**config.mk**
```make
export PLATFORM = sky130hd
export DESIGN_NAME = mem_stage_lsu
export DESIGN_NICKNAME = d
export VERILOG_FILES = /design/src/rtl/mem_stage_lsu.sv
export SDC_FILE = /design/constraint.sdc
export NUM_CORES = 1
export LEC_CHECK = 0
export BUFFER_PORTS_ARGS = -buffer_cell sky130_fd_sc_hd__clkbuf_2
export CORE_UTILIZATION = 45
export CTS_CLUSTER_SIZE = 14
export DETAILED_ROUTE_END_ITERATION = 7
export HOLD_SLACK_MARGIN = 0.15
export PLACE_DENSITY_LB_ADDON = 0.15
export SYNTH_ARGS = -nofsm -noshare
export SYNTH_HDL_FRONTEND = slang
export SYNTH_SLANG_ARGS = --single-unit
```
**constraint.sdc**
```tcl
create_clock -name clk -period 4.4 [get_ports clk]
set_input_delay 0.88 -clock clk [delete_from_list [all_inputs] [get_ports clk]]
set_output_delay 0.88 -clock clk [all_outputs]
set_load 0.01 [all_outputs]
```
**src/rtl/mem_stage_lsu.sv**
```systemverilog
// -----------------------------------------------------------------------------
// mem_stage_lsu
//
// MEM-stage load/store unit. Sits directly behind the EX/MEM pipeline register
// and turns the instruction held there into at most one data-bus transaction.
//
//   * Store path: replicates the store data across byte lanes and generates
//     byte enables from the access size and address offset.
//   * Load path: selects the addressed byte/half from the returned word and
//     sign- or zero-extends it into mem_dm_dout.
//   * mem_stall holds the pipeline frozen from the first cycle an access is
//     seen until it completes, errors out or times out.
//
// Parameters
//   TIMEOUT    cycles allowed in REQ+WAIT_R before the access is aborted
//   RF_SEL_DM  mem_rf_din_sel code that marks a load
//
// Ports
//   clk, rst                  clock (posedge) / asynchronous active-high reset
//   mem_alu_dout              byte address from EX/MEM
//   mem_mux_out_rf_dout_rs2   store data from EX/MEM
//   mem_dm_func               funct3: 000 B, 001 H, 010 W, 100 BU, 101 HU
//   mem_dm_we                 store request
//   mem_rf_din_sel            write-back select; == RF_SEL_DM means load
//   mem_pipe_adv              EX/MEM register advances at this edge
//   dbus_req, dbus_we         bus request / write strobe (registered)
//   dbus_addr                 word-aligned address (registered)
//   dbus_be, dbus_wdata       byte enables / lane-replicated data (registered)
//   dbus_ready                request accepted when dbus_req & dbus_ready
//   dbus_rvalid, dbus_rdata   read response
//   mem_stall                 pipeline freeze (combinational)
//   mem_dm_dout               extended load data to MEM/WB (registered)
//   mem_misalign              misaligned access in stage (combinational)
//   mem_bus_err               current access timed out (registered)
// -----------------------------------------------------------------------------
module mem_stage_lsu #(
    parameter int         TIMEOUT   = 16,
    parameter logic [1:0] RF_SEL_DM = 2'b01
) (
    input  logic        clk,
    input  logic        rst,
    input  logic [31:0] mem_alu_dout,
    input  logic [31:0] mem_mux_out_rf_dout_rs2,
    input  logic [2:0]  mem_dm_func,
    input  logic        mem_dm_we,
    input  logic [1:0]  mem_rf_din_sel,
    input  logic        mem_pipe_adv,
    output logic        dbus_req,
    output logic        dbus_we,
    output logic [31:0] dbus_addr,
    output logic [3:0]  dbus_be,
    output logic [31:0] dbus_wdata,
    input  logic        dbus_ready,
    input  logic        dbus_rvalid,
    input  logic [31:0] dbus_rdata,
    output logic        mem_stall,
    output logic [31:0] mem_dm_dout,
    output logic        mem_misalign,
    output logic        mem_bus_err
);

    localparam int              CNT_W    = $clog2(TIMEOUT) + 1;
    localparam logic [CNT_W-1:0] CNT_LAST = CNT_W'(TIMEOUT - 1);

    typedef enum logic [1:0] {
        IDLE   = 2'd0,
        REQ    = 2'd1,
        WAIT_R = 2'd2,
        DONE   = 2'd3
    } state_t;

    state_t           state;
    logic [CNT_W-1:0] cnt;

    // Load context captured at issue so the response is decoded against the
    // access that was actually sent, independent of what EX/MEM shows later.
    logic [2:0]       ld_func;
    logic [1:0]       ld_off;

    logic             is_load;
    logic             access;
    logic             size_h;
    logic             size_w;
    logic             mis;

    // ------------------------------------------------------------------
    // Lane helpers
    // ------------------------------------------------------------------

    // Byte enables. Only funct3[1:0] is looked at: bit 2 (unsigned) has no
    // meaning for stores, and the reserved codes 011/11x fall into the W arm.
    function automatic logic [3:0] lane_be(input logic [1:0] sz,
                                           input logic [1:0] off);
        logic [3:0] be;
        case (sz)
            2'b00:   be = 4'b0001 << off;
            2'b01:   be = off[1] ? 4'b1100 : 4'b0011;
            default: be = 4'b1111;
        endcase
        return be;
    endfunction

    // Store data replicated across every lane so the memory only needs to
    // honour the byte enables.
    function automatic logic [31:0] lane_wdata(input logic [1:0]  sz,
                                               input logic [31:0] d);
        logic [31:0] w;
        case (sz)
            2'b00:   w = {4{d[7:0]}};
            2'b01:   w = {2{d[15:0]}};
            default: w = d;
        endcase
        return w;
    endfunction

    // Pick the addressed byte/half from the returned word and extend it.
    // B/H sign-extend, BU/HU zero-extend, W and reserved codes pass through.
    function automatic logic [31:0] load_extend(input logic [2:0]  func,
                                                input logic [1:0]  off,
                                                input logic [31:0] rdata);
        logic        [7:0]  b;
        logic        [15:0] h;
        logic signed [7:0]  sb;
        logic signed [15:0] sh;
        logic signed [31:0] sx;
        logic        [31:0] r;
        b  = rdata[{off, 3'b000} +: 8];
        h  = off[1] ? rdata[31:16] : rdata[15:0];
        sb = b;
        sh = h;
        sx = 32'sd0;
        case (func)
            3'b000: begin
                sx = sb;
                r  = sx;
            end
            3'b100:  r = {24'h000000, b};
            3'b001: begin
                sx = sh;
                r  = sx;
            end
            3'b101:  r = {16'h0000, h};
            default: r = rdata;
        endcase
        return r;
    endfunction

    // ------------------------------------------------------------------
    // Access decode
    // ------------------------------------------------------------------
    always_comb begin
        is_load = (mem_rf_din_sel == RF_SEL_DM);
        access  = mem_dm_we | is_load;
        size_h  = (mem_dm_func[1:0] == 2'b01);
        size_w  = mem_dm_func[1];
        mis     = (size_h & mem_alu_dout[0]) |
                  (size_w & (mem_alu_dout[1:0] != 2'b00));
    end

    // A misaligned access never touches the bus and never stalls; the trap
    // logic downstream sees mem_misalign instead. DONE releases the stall so
    // the pipeline can advance past the completed access.
    assign mem_misalign = access & mis;
    assign mem_stall    = access & ~mis & (state != DONE);

    // ------------------------------------------------------------------
    // Transaction FSM with registered bus/result outputs
    // ------------------------------------------------------------------
    always_ff @(posedge clk or posedge rst) begin
        if (rst) begin
            state       <= IDLE;
            cnt         <= '0;
            ld_func     <= 3'b000;
            ld_off      <= 2'b00;
            dbus_req    <= 1'b0;
            dbus_we     <= 1'b0;
            dbus_addr   <= 32'h0;
            dbus_be     <= 4'h0;
            dbus_wdata  <= 32'h0;
            mem_dm_dout <= 32'h0;
            mem_bus_err <= 1'b0;
        end else begin
            case (state)
                IDLE: begin
                    if (access && !mis) begin
                        state      <= REQ;
                        cnt        <= '0;
                        dbus_req   <= 1'b1;
                        dbus_we    <= mem_dm_we;
                        dbus_addr  <= {mem_alu_dout[31:2], 2'b00};
                        dbus_be    <= lane_be(mem_dm_func[1:0], mem_alu_dout[1:0]);
                        dbus_wdata <= lane_wdata(mem_dm_func[1:0],
                                                 mem_mux_out_rf_dout_rs2);
                        ld_func    <= mem_dm_func;
                        ld_off     <= mem_alu_dout[1:0];
                    end else if (access && mis && !mem_dm_we) begin
                        // Misaligned load writes back zero rather than stale data.
                        mem_dm_dout <= 32'h0;
                    end
                end

                REQ: begin
                    // Acceptance is checked before the timeout so a ready
                    // arriving on the last allowed cycle still completes.
                    if (dbus_ready) begin
                        dbus_req <= 1'b0;
                        dbus_we  <= 1'b0;
                        cnt      <= cnt + 1'b1;
                        state    <= dbus_we ? DONE : WAIT_R;
                    end else if (cnt == CNT_LAST) begin
                        dbus_req    <= 1'b0;
                        dbus_we     <= 1'b0;
                        mem_bus_err <= 1'b1;
                        mem_dm_dout <= 32'h0;
                        state       <= DONE;
                    end else begin
                        cnt <= cnt + 1'b1;
                    end
                end

                WAIT_R: begin
                    // The count carries over from REQ: the budget covers the
                    // whole access, not each phase separately.
                    if (dbus_rvalid) begin
                        mem_dm_dout <= load_extend(ld_func, ld_off, dbus_rdata);
                        state       <= DONE;
                    end else if (cnt == CNT_LAST) begin
                        mem_bus_err <= 1'b1;
                        mem_dm_dout <= 32'h0;
                        state       <= DONE;
                    end else begin
                        cnt <= cnt + 1'b1;
                    end
                end

                DONE: begin
                    // Holding here while the pipeline is frozen by someone
                    // else keeps the same store from being issued twice.
                    if (mem_pipe_adv) begin
                        mem_bus_err <= 1'b0;
                        state       <= IDLE;
                    end
                end

                default: state <= IDLE;
            endcase
        end
    end

endmodule

```
==> flow_summary.yaml <==
hold_path:
  hp-class: "reg -> reg"
  hp-start: "dbus_wdata[10]"
clock_tree:
  ctsHtreeMaxLevel: 4
  cts-resized-gates: 0
  cts_buffers: 17
  cts.sinks: 113
  cts_max_path_buffers: 2
  clk_latency_ps: 410
  cts-root-buf: "clkbuf_16"
  cts_tree: "built"
  path_clk_slew_ps: 50
  cts_setup_buffers: 0
  holdBufCountCts: 0
cells_and_area:
  insertedDiodeCount: 0
  nNetsFinal: 864
  layout-drive-gt1-share_pct: 33.99
  area_growth_pct: 31.37
  ff_latch_area_um2: 2828
  multi_input_area_um2: 2624
  fill_cells: 1059
  final_util_pct: 61.22
drt:
  drt-total-wl_um: 14500
  vias_per_cell: 5.267
  routedWlPerCell_um: 15.59
  drt-pass1-iter-count: 5
  ant_nets: 0
  first_iter_violations: 396
  vias: 4898
  drc_errors: 0
place:
  dp_hpwl_um: 10660
  port_buffers: 209
  place.gp.congestion: 0.8363
sta:
  hold_viol_final: 0
  slew_violations: 0
  hold-worst-slack_ps: 476.2
  rsz0062_at_grt: "false"
  period_minus_slack_ps: 2871
  worst-slew-pin-transition_ps: 1246
  slew_headroom_pct: 16.94
  finalCritPeriodShare_pct: 65.24
  tns_ps: 0
  fmax_ghz: 0.3483
  skew_ps: 7.567
  finalSetupViolCount: 0
synthesis:
  ys_seq_elements: 113
  synth.distinct_cells: 45
  ys.warnings.count: 0
  ys_top_cells_by_area: "dfrtp_1 50%, mux2_1 8.4%, mux2i_1 4.8%, nand2_1 4.7%, o21ai_0 4.3%"
  synth_top_cell_by_area: "dfrtp_1"
  synth_area_per_cell_um2: 10.32
  syn-cell-area_um2: 5644
  synth_seq_area_share_pct: 50.10
  synth_top_area_share_pct: 50.10
  synth_flop_cell: "dfrtp_1"
  async_reset_ff_share_pct: 100.0
  synth_edf_count: 0
  syn_inst: 547
critical_path:
  cpLargestDelayFamily: "simple AND/OR/NAND/NOR gates"
  cp.arrival_ps: 1990
  slowest_delay_ps: 350
  path_class: "in -> out"
  crit_chain: "clkbuf_2 -> nor2_1 -> or2_2 -> o21ai_0 -> nor2_1 -> clkbuf_2"
  cp-startpoint: "mem_dm_func[0]"
  worstPathRequired_ps: 3520
  path_max_fanout: 12
  crit_path_end_kind: "output pin"
  slowest_stage: "nor2_1"
  crit_buf_inv: 2
  setup.worst_path.start_class: "input pin"
  r2r_start: "cnt[0]"
power:
  p_leak_nw: 3.708
  powerDensity_nw_per_um2: 669.1
  vdd_ir_drop_max_mv: 0.3477
floorplan:
  die_w_um: 114.0
  rows: 40
  dieArea_um2: 12990
  io-pin-count: 212
  core_area_um2: 12110
  dieHeight_um: 114.0
  initial_core_util_pct: 46.60
global_route:
  antenna_found_initial: 0
  overflow: 0
  grt_pass1_wl_um: 23820
  grt_max_degree: 80
  grt_pass1_vias: 4714
  grt_usage_pct: 23.66
status:
  status: "completed"
run:
  cap_viol_max_count: 0
==> final cells by class <==
cell class | count | share of cell area (%)
Clock buffer | 21 | 6.345
Clock inverter | 11 | 1.738
Inverter | 14 | 0.7425
Multi-Input combinational cell | 387 | 35.39
Sequential cell | 113 | 38.14
Tap cell | 168 | 2.835
Timing Repair Buffer | 216 | 14.82
==> worst min-delay path, stage by stage, from the launching register on <==
cell,delay (ps)
dfrtp_1,340
nand2_1,40
o21ai_0,60
==> cell families (layout without fill, tap and decap cells) <==
group | Yosys count | in the layout | synth area share (%)
simple gates | 146 | 146 | 11.66
mux | 77 | 77 | 15.96
other cells | 1 | 2 | 0.06644
compound gates | 154 | 154 | 16.76
buf+inv | 48 | 262 | 3.680
fa+ha+maj | 8 | 8 | 1.774
flops | 113 | 113 | 50.10
==> through the flow <==
| stage | instance area, µm² | setup WS (ps) | std cells | total power, mW |
|---|---|---|---|---|
| 6_report | 7415 | 1529 | 930 | 4.961 |
| 5_1_grt | 7415 | 1402 | 930 | 5.297 |
| 4_1_cts | 7415 | 1521 | 930 | 5.012 |
| 3_5_place_dp | 6815 | 1313 | 898 | 3.618 |
| 3_3_place_gp | 6815 | 1421 | 898 | 3.566 |
| 2_1_floorplan | 5648 | 532.6 | 548 | 2.902 |
==> path summary, 6_finish.rpt <==
check                      cells after the start         endpoint  slack (ps)
min                                            2   dbus_wdata[10]         480
max in group asynchronous                      3   dbus_wdata[19]        2910
min reg2reg                                    2   dbus_wdata[10]         480
min in group asynchronous                      2  mem_dm_dout[25]         590
max reg2reg                                    9  mem_dm_dout[14]        1700
max                                            6        mem_stall        1530
==> synthesized netlist by cell type (8+ instances only) <==
cell and count:
o21ai_1 26, inv_1 12, mux2_1 42, o21ai_0 48, ha_1 8, nand2b_1 9, clkbuf_1 23, nand2_1 71
dfrtp_1 113, nor2b_1 19, a221oi_1 9, mux2i_1 27, nor2_1 29, a21oi_1 31
==> placed cells by master (no fill, tap or decap), types with 8 or more instances in the layout <==
cell type and instances:
o21ai_1 26, inv_1 11, nand2_1 71, clkbuf_2 209
mux2i_1 27, ha_1 8, dfrtp_1 113, a221oi_1 9
nand2b_1 9, nor2b_1 19, clkbuf_16 17, mux2_1 42
nor2_1 29, o21ai_0 48, a21oi_1 31
==> routing by layer <==
| layer | track usage [%] | routed length (µm) |
|---|---|---|
| met5 | 0 | 0 |
| met4 | 7.965 | 139 |
| met3 | 7.333 | 1052 |
| met2 | 37.25 | 6763 |
| met1 | 31.03 | 6540 |
==> registers in the layout, summed over array words and instances, names as in the netlist, 2 cells and up <==
name	cells
dbus_be	4
mem_dm_dout	32
cnt	5
state	2
dbus_wdata	32
ld_off	2
dbus_addr	30
ld_func	3
==> power by group <==
group	switching (mW)	total [mW]	internal (mW)	leakage, nW
registers	0.302	1.75	1.45	1.43
clock network	0.488	1.37	0.880	0.278
logic	1.05	1.84	0.791	2.00
Note: power is estimated with default switching activity, not from simulation.
